**src/rtl/prewish5k_pkg.sv**
```systemverilog
// Shared definitions for the DIP-load front end: FSM encoding, defaults,
// debug view and the mask helper.
package prewish5k_pkg;

  localparam int DEB_BITS_DEFAULT   = 16;
  localparam int ALIVE_BITS_DEFAULT = 23;

  typedef enum logic [1:0] {
    WAIT_RELEASE = 2'b00,
    RESEND_GAP   = 2'b01,
    WAIT_PRESS   = 2'b10,
    STROBE       = 2'b11
  } state_t;

  // Debug view of the controller, exported so checkers can bind to it.
  typedef struct packed {
    state_t state;
    logic   resend;
    logic   btn_idle;
    logic   dip_idle;
  } dbg_t;

  // DIP switches are active low; the blink mask is active high.
  function automatic logic [7:0] mask_from_dip(input logic [7:0] dip);
    return ~dip;
  endfunction

endpackage

```
**src/rtl/prewish5k_sync_debounce.sv**
```systemverilog
// Two-flop synchroniser followed by a shared-counter debouncer for a
// WIDTH-bit vector. The whole vector is accepted at once after it has
// been stable, and different from the accepted value, for a full window.
module prewish5k_sync_debounce #(
  parameter int               WIDTH    = 1,
  parameter int               DEB_BITS = 16,
  parameter logic [WIDTH-1:0] RST_VAL  = '0
) (
  input  logic             clk,
  input  logic             rst_n,
  input  logic [WIDTH-1:0] i_raw,
  output logic [WIDTH-1:0] o_deb,
  output logic             o_idle
);

  logic [WIDTH-1:0]    meta_q;
  logic [WIDTH-1:0]    sync_q;
  logic [WIDTH-1:0]    prev_q;
  logic [WIDTH-1:0]    deb_q;
  logic [DEB_BITS-1:0] cnt_q;

  localparam logic [DEB_BITS-1:0] CNT_ONE = {{(DEB_BITS-1){1'b0}}, 1'b1};

  // Bring the raw asynchronous inputs into the clock domain; prev_q lets
  // the debouncer notice the vector moving while a count is in progress.
  always_ff @(posedge clk or negedge rst_n) begin
    if (!rst_n) begin
      meta_q <= RST_VAL;
      sync_q <= RST_VAL;
      prev_q <= RST_VAL;
    end else begin
      meta_q <= i_raw;
      sync_q <= meta_q;
      prev_q <= sync_q;
    end
  end

  // Count consecutive cycles of a stable, new value; accept at all-ones.
  always_ff @(posedge clk or negedge rst_n) begin
    if (!rst_n) begin
      deb_q <= RST_VAL;
      cnt_q <= '0;
    end else if ((sync_q == deb_q) || (sync_q != prev_q)) begin
      cnt_q <= '0;
    end else if (cnt_q == '1) begin
      deb_q <= sync_q;
      cnt_q <= '0;
    end else begin
      cnt_q <= cnt_q + CNT_ONE;
    end
  end

  assign o_deb  = deb_q;
  assign o_idle = (sync_q == deb_q);

endmodule

```
**src/rtl/prewish5k_dipload.sv**
```systemverilog
// Front-end input stage: debounces the button and DIP switches and loads
// the inverted DIP value as the blink mask on each clean button press.
//
// Handshake: STB_O is high for exactly one cycle whenever DAT_O carries a
// mask for the consumer, and is never high on two consecutive cycles.
// STB_I is a one-cycle resend request, honoured only while waiting for a
// press; at any other time it is dropped. DAT_O changes only on the edge
// that raises STB_O for a press, and is otherwise stable.
module prewish5k_dipload
  import prewish5k_pkg::*;
#(
  parameter int DEB_BITS   = DEB_BITS_DEFAULT,
  parameter int ALIVE_BITS = ALIVE_BITS_DEFAULT
) (
  input  logic       CLK_I,
  input  logic       RST_I,
  input  logic       i_button,
  input  logic [7:0] i_dip,
  input  logic       STB_I,
  output logic       STB_O,
  output logic [7:0] DAT_O,
  output logic       o_alive,
  output dbg_t       o_dbg
);

  logic                  btn_deb;
  logic                  btn_idle;
  logic [7:0]            dip_deb;
  logic                  dip_idle;
  state_t                state_q;
  state_t                state_d;
  logic                  resend_q;
  logic                  load_mask;
  logic                  take_resend;
  logic [1:0]            primed_q;
  logic [ALIVE_BITS-1:0] alive_q;

  prewish5k_sync_debounce #(
    .WIDTH    (1),
    .DEB_BITS (DEB_BITS),
    .RST_VAL  (1'b0)
  ) u_btn (
    .clk    (CLK_I),
    .rst_n  (RST_I),
    .i_raw  (i_button),
    .o_deb  (btn_deb),
    .o_idle (btn_idle)
  );

  prewish5k_sync_debounce #(
    .WIDTH    (8),
    .DEB_BITS (DEB_BITS),
    .RST_VAL  (8'hFF)
  ) u_dip (
    .clk    (CLK_I),
    .rst_n  (RST_I),
    .i_raw  (i_dip),
    .o_deb  (dip_deb),
    .o_idle (dip_idle)
  );

  // Hold off the release check until the synchroniser has filled, so a
  // button held through reset is not mistaken for a released one.
  always_ff @(posedge CLK_I or negedge RST_I) begin
    if (!RST_I) begin
      primed_q <= 2'd0;
    end else if (!primed_q[1]) begin
      primed_q <= primed_q + 2'd1;
    end
  end

  // State register; resend_q remembers whether the pulse now being sent
  // was a resend, which decides where STROBE goes next.
  always_ff @(posedge CLK_I or negedge RST_I) begin
    if (!RST_I) begin
      state_q  <= WAIT_RELEASE;
      resend_q <= 1'b0;
    end else begin
      state_q  <= state_d;
      resend_q <= take_resend;
    end
  end

  // Next-state logic.
  always_comb begin
    state_d = state_q;
    case (state_q)
      WAIT_RELEASE: if (primed_q[1] && !btn_deb && btn_idle) state_d = WAIT_PRESS;
      WAIT_PRESS:   if (btn_deb || STB_I) state_d = STROBE;
      STROBE:       state_d = resend_q ? RESEND_GAP : WAIT_RELEASE;
      RESEND_GAP:   state_d = WAIT_PRESS;
      default:      state_d = WAIT_RELEASE;
    endcase
  end

  // Output decode: a press beats a simultaneous resend request.
  always_comb begin
    STB_O       = (state_q == STROBE);
    load_mask   = (state_q == WAIT_PRESS) && btn_deb;
    take_resend = (state_q == WAIT_PRESS) && !btn_deb && STB_I;
  end

  // Mask register, loaded only on the press edge.
  always_ff @(posedge CLK_I or negedge RST_I) begin
    if (!RST_I) begin
      DAT_O <= 8'h00;
    end else if (load_mask) begin
      DAT_O <= mask_from_dip(dip_deb);
    end
  end

  // Free-running alive counter; its MSB blinks the indicator.
  always_ff @(posedge CLK_I or negedge RST_I) begin
    if (!RST_I) begin
      alive_q <= '0;
    end else begin
      alive_q <= alive_q + {{(ALIVE_BITS-1){1'b0}}, 1'b1};
    end
  end

  assign o_alive = alive_q[ALIVE_BITS-1];
  assign o_dbg   = '{state: state_q, resend: resend_q, btn_idle: btn_idle, dip_idle: dip_idle};

endmodule

```
**config.mk**
```make
export PLATFORM = sky130hd
export DESIGN_NAME = prewish5k_dipload
export DESIGN_NICKNAME = d
export VERILOG_FILES = /design/src/rtl/prewish5k_pkg.sv /design/src/rtl/prewish5k_sync_debounce.sv /design/src/rtl/prewish5k_dipload.sv
export SDC_FILE = /design/constraint.sdc
export NUM_CORES = 1
export LEC_CHECK = 0
export CORE_UTILIZATION = 41
export CTS_CLUSTER_DIAMETER = 120
export CTS_CLUSTER_SIZE = 14
export DETAILED_ROUTE_END_ITERATION = 16
export PLACE_DENSITY = 0.61
export SYNTH_ARGS = -nofsm -noshare
export SYNTH_HDL_FRONTEND = slang
export SYNTH_SLANG_ARGS = --single-unit
```
**constraint.sdc**
```tcl
create_clock -name CLK_I -period 2.4 [get_ports CLK_I]
set_input_delay 0.6 -clock CLK_I [delete_from_list [all_inputs] [get_ports CLK_I]]
set_output_delay 0.6 -clock CLK_I [all_outputs]
set_load 0.02 [all_outputs]
```
==> results.sh <==
export IMPL_synth_top_cell_area_share=0.423
export IMPL_io_pins=27
export IMPL_clk_pin_slew_ns=0.10
export IMPL_synth_cell_area_mm2=0.00426
export IMPL_pre_cts_ws_ns=0.204
export IMPL_drtAntennaViolNets=0
export IMPL_io_buffer_count=26
export IMPL_yosys_area_top_type="dfrtp_1"
export IMPL_rsz0062_at_grt="no"
export IMPL_synth_top_cells_by_area="dfrtp_1 42%, dfstp_2 20%, xnor2_1 7.4%"
export IMPL_power_density_mw_per_mm2=667
export IMPL_diodes=0
export IMPL_viasPerCell=4.70
export IMPL_worstMarginPinSlew_ns=0.597
export IMPL_crit_slowest_cell="dfstp_2"
export IMPL_synth_top_flop_cell="dfrtp_1"
export IMPL_required_ns=1.80
export IMPL_placedInstanceArea_mm2=0.00470
export IMPL_finalCriticalPeriod_ns=2.29
export IMPL_synth_edf_count=0
export IMPL_cts_tree="done"
export IMPL_synthArstFlopShare=1.00
export IMPL_path_buf_inv=1
export IMPL_drv_cap=0
export IMPL_crit_chain="xnor2_1 -> nand4_1 -> nor2_1 -> dlygate4sd2_1"
export IMPL_synth_cell_types=33
export IMPL_fill_cells=897
export IMPL_worstSetupStartpointType="register"
export IMPL_grt_overflow=0
export IMPL_synth_nets=361
export IMPL_hpwl_um=4690
export IMPL_gr_usage_all_layers=0.141
export IMPL_multiInputGateArea_mm2=0.00156
export IMPL_first_global_vias=2559
export IMPL_ys_seq_area_frac=0.620
export IMPL_routedWlPerCell_um=12.9
export IMPL_fin_cells=520
export IMPL_start_util=0.430
export IMPL_finalWeightedCongestion=0.713
export IMPL_drv_slew=0
export IMPL_period_share=0.955
export IMPL_cts_setup_buffers=0
export IMPL_postLayoutCellArea_mm2=0.00492
export IMPL_layout_drive_gt1_share=0.178
export IMPL_die_x_um=104
export IMPL_coreArea_mm2=0.00991
export IMPL_netlist_instances=346
export IMPL_setup_slack_ns=0.107
export IMPL_leakage_nw=2.07
export IMPL_cts_buffers=9
export IMPL_rows=36
export IMPL_finalNetCount=397
export IMPL_syn_avg_cell_area_um2=12.3
export IMPL_vdd_ir_drop_max_uv=394
export IMPL_antenna_found_initial=0
export IMPL_status="finished, final reports clean"
export IMPL_cp_depth=4
export IMPL_critical_path_top_delay_family="flip-flops"
export IMPL_synthToLayoutAreaGrowth_pct=15.5
export IMPL_drcViolationCount=0
export IMPL_drt_pass1_iter_count=4
export IMPL_critPathMaxStageDelay_ns=0.58
export IMPL_cts_hold_buffers=0
export IMPL_finalSetupViolCount=0
export IMPL_maxSlewHeadroom=0.601
export IMPL_cts_sinks=104
export IMPL_rr_worst_depth=5
export IMPL_final_seq_area_mm2=0.00264
export IMPL_fin_setup_tns_ns=0
export IMPL_synth_commonest_cells="72 x dfrtp_1, 50 x nor2_1, 36 x xnor2_1, 32 x dfstp_2, 31 x xor2_1"
export IMPL_routed_wl_um=6700
export IMPL_synth_most_common_cell="dfrtp_1"
export IMPL_clock_latency_ns=0.36
export IMPL_path_max_fanout=4
export IMPL_synth_seq_cells=104
export IMPL_vias=2446
export IMPL_worstPathArrival_ns=1.69
export IMPL_clockBufferDepth=2
export IMPL_grt_max_degree=40
export IMPL_cts_max_level=3
export IMPL_whs_ns=0.190
export IMPL_fmax_mhz=436
export IMPL_cp_end_kind="output pin"
export IMPL_yosysWarnings=0
export IMPL_cts_root_buf="clkbuf_8"
export IMPL_min_path_type="in -> async"
export IMPL_fp_dieH_um=104
export IMPL_placedCellCount=504
export IMPL_drtIter0Drc=73
export IMPL_finalHoldViolations=0
export IMPL_worst_clock_skew_ns=0.00862
export IMPL_crit_type="reg -> out"
export IMPL_grt_first_pass_wirelength_um=12000
export IMPL_die_area_mm2=0.0108
metrics by stage:
step	power (mW)	utilization
floorplan	2.00	-
global placement	2.14	0.474
detailed placement	2.14	0.474
CTS	3.34	0.497
global route	3.42	0.497
finish	3.28	0.497
flip-flops by register name (all words and copies together) (netlist names):
register,cells
alive_q,23
u_btn.cnt_q,16
u_dip.cnt_q,16
DAT_O,8
u_dip.meta_q,8
u_dip.o_deb,8
u_dip.prev_q,8
u_dip.sync_q,8
primed_q,2
state_q,2
resend_q,1
u_btn.meta_q,1
u_btn.o_deb,1
u_btn.prev_q,1
u_btn.sync_q,1
final cells by class:
class / instances / share of cell area
multi-input combinational: 230 / 0.316
clock buffer: 12 / 0.0361
clock inverter: 4 / 0.00940
timing repair buffer: 32 / 0.0643
inverter: 5 / 0.00381
tap: 133 / 0.0338
sequential: 104 / 0.537
cells by family after synthesis:
logic type	share of synthesized area
XOR/XNOR	0.138
multiplexers	0.0282
adder cells (fa/ha/maj)	0.00881
AND/OR/NAND/NOR	0.168
flip-flops	0.620
buffers and inverters	0.0153
AO/OA/AOI/OAI	0.0226
repair_timing:
item | 4_1_cts | 5_1_grt
setup endpoints to repair | 1 | 1
gates cloned | 0 | 0
pin swaps | 0 | 0
hold endpoints to repair | 0 | 0
resized for setup | 1 | 1
power by group:
part / total [mW] / switching, mW / leakage [nW] / internal, mW
registers: 1.86 / 0.0477 / 1.31 / 1.81
logic: 0.241 / 0.130 / 0.648 / 0.110
clock network: 1.18 / 0.573 / 0.117 / 0.607
total: 3.28 / 0.750 / 2.07 / 2.53
routing by layer:
| metal | track usage | vias to the layer above | routed length [um] |
|---|---|---|---|
| li1 | - | 1217 | - |
| met1 | 0.189 | 1184 | 3290 |
| met2 | 0.211 | 37 | 2990 |
| met3 | 0.0514 | 8 | 348 |
| met4 | 0.0510 | 0 | 75 |
| met5 | 0 | - | 0 |
cell usage in the layout (no fill, tap or decap), drive strengths merged, types with 8 or more instances in the layout:
cell and instances:
nor2 51, dfstp 32, dfrtp 72, clkbuf 12, mux2 8, nand3 22
xnor2 36, o21ai 9, nand4 12, nand2 29, clkdlybuf4s50 23, xor2 31
final timing paths:
path	startpoint	end	slack, ns
worst min-delay path	RST_I	DAT_O[7]$_DFFE_PN0P_	0.19
min in group CLK_I	u_dip.meta_q[7]$_DFF_PN1_	u_dip.sync_q[7]$_DFF_PN1_	0.35
worst max register to register	u_dip.sync_q[5]$_DFF_PN1_	u_dip.o_deb[2]$_DFFE_PN1P_	0.51
worst max-delay path	u_dip.sync_q[1]$_DFF_PN1_	o_dbg[0]	0.11
worst min register to register	u_dip.meta_q[7]$_DFF_PN1_	u_dip.sync_q[7]$_DFF_PN1_	0.35
max in group asynchronous	RST_I	u_dip.prev_q[3]$_DFF_PN1_	1.51
(Power assumes the default switching activity.)
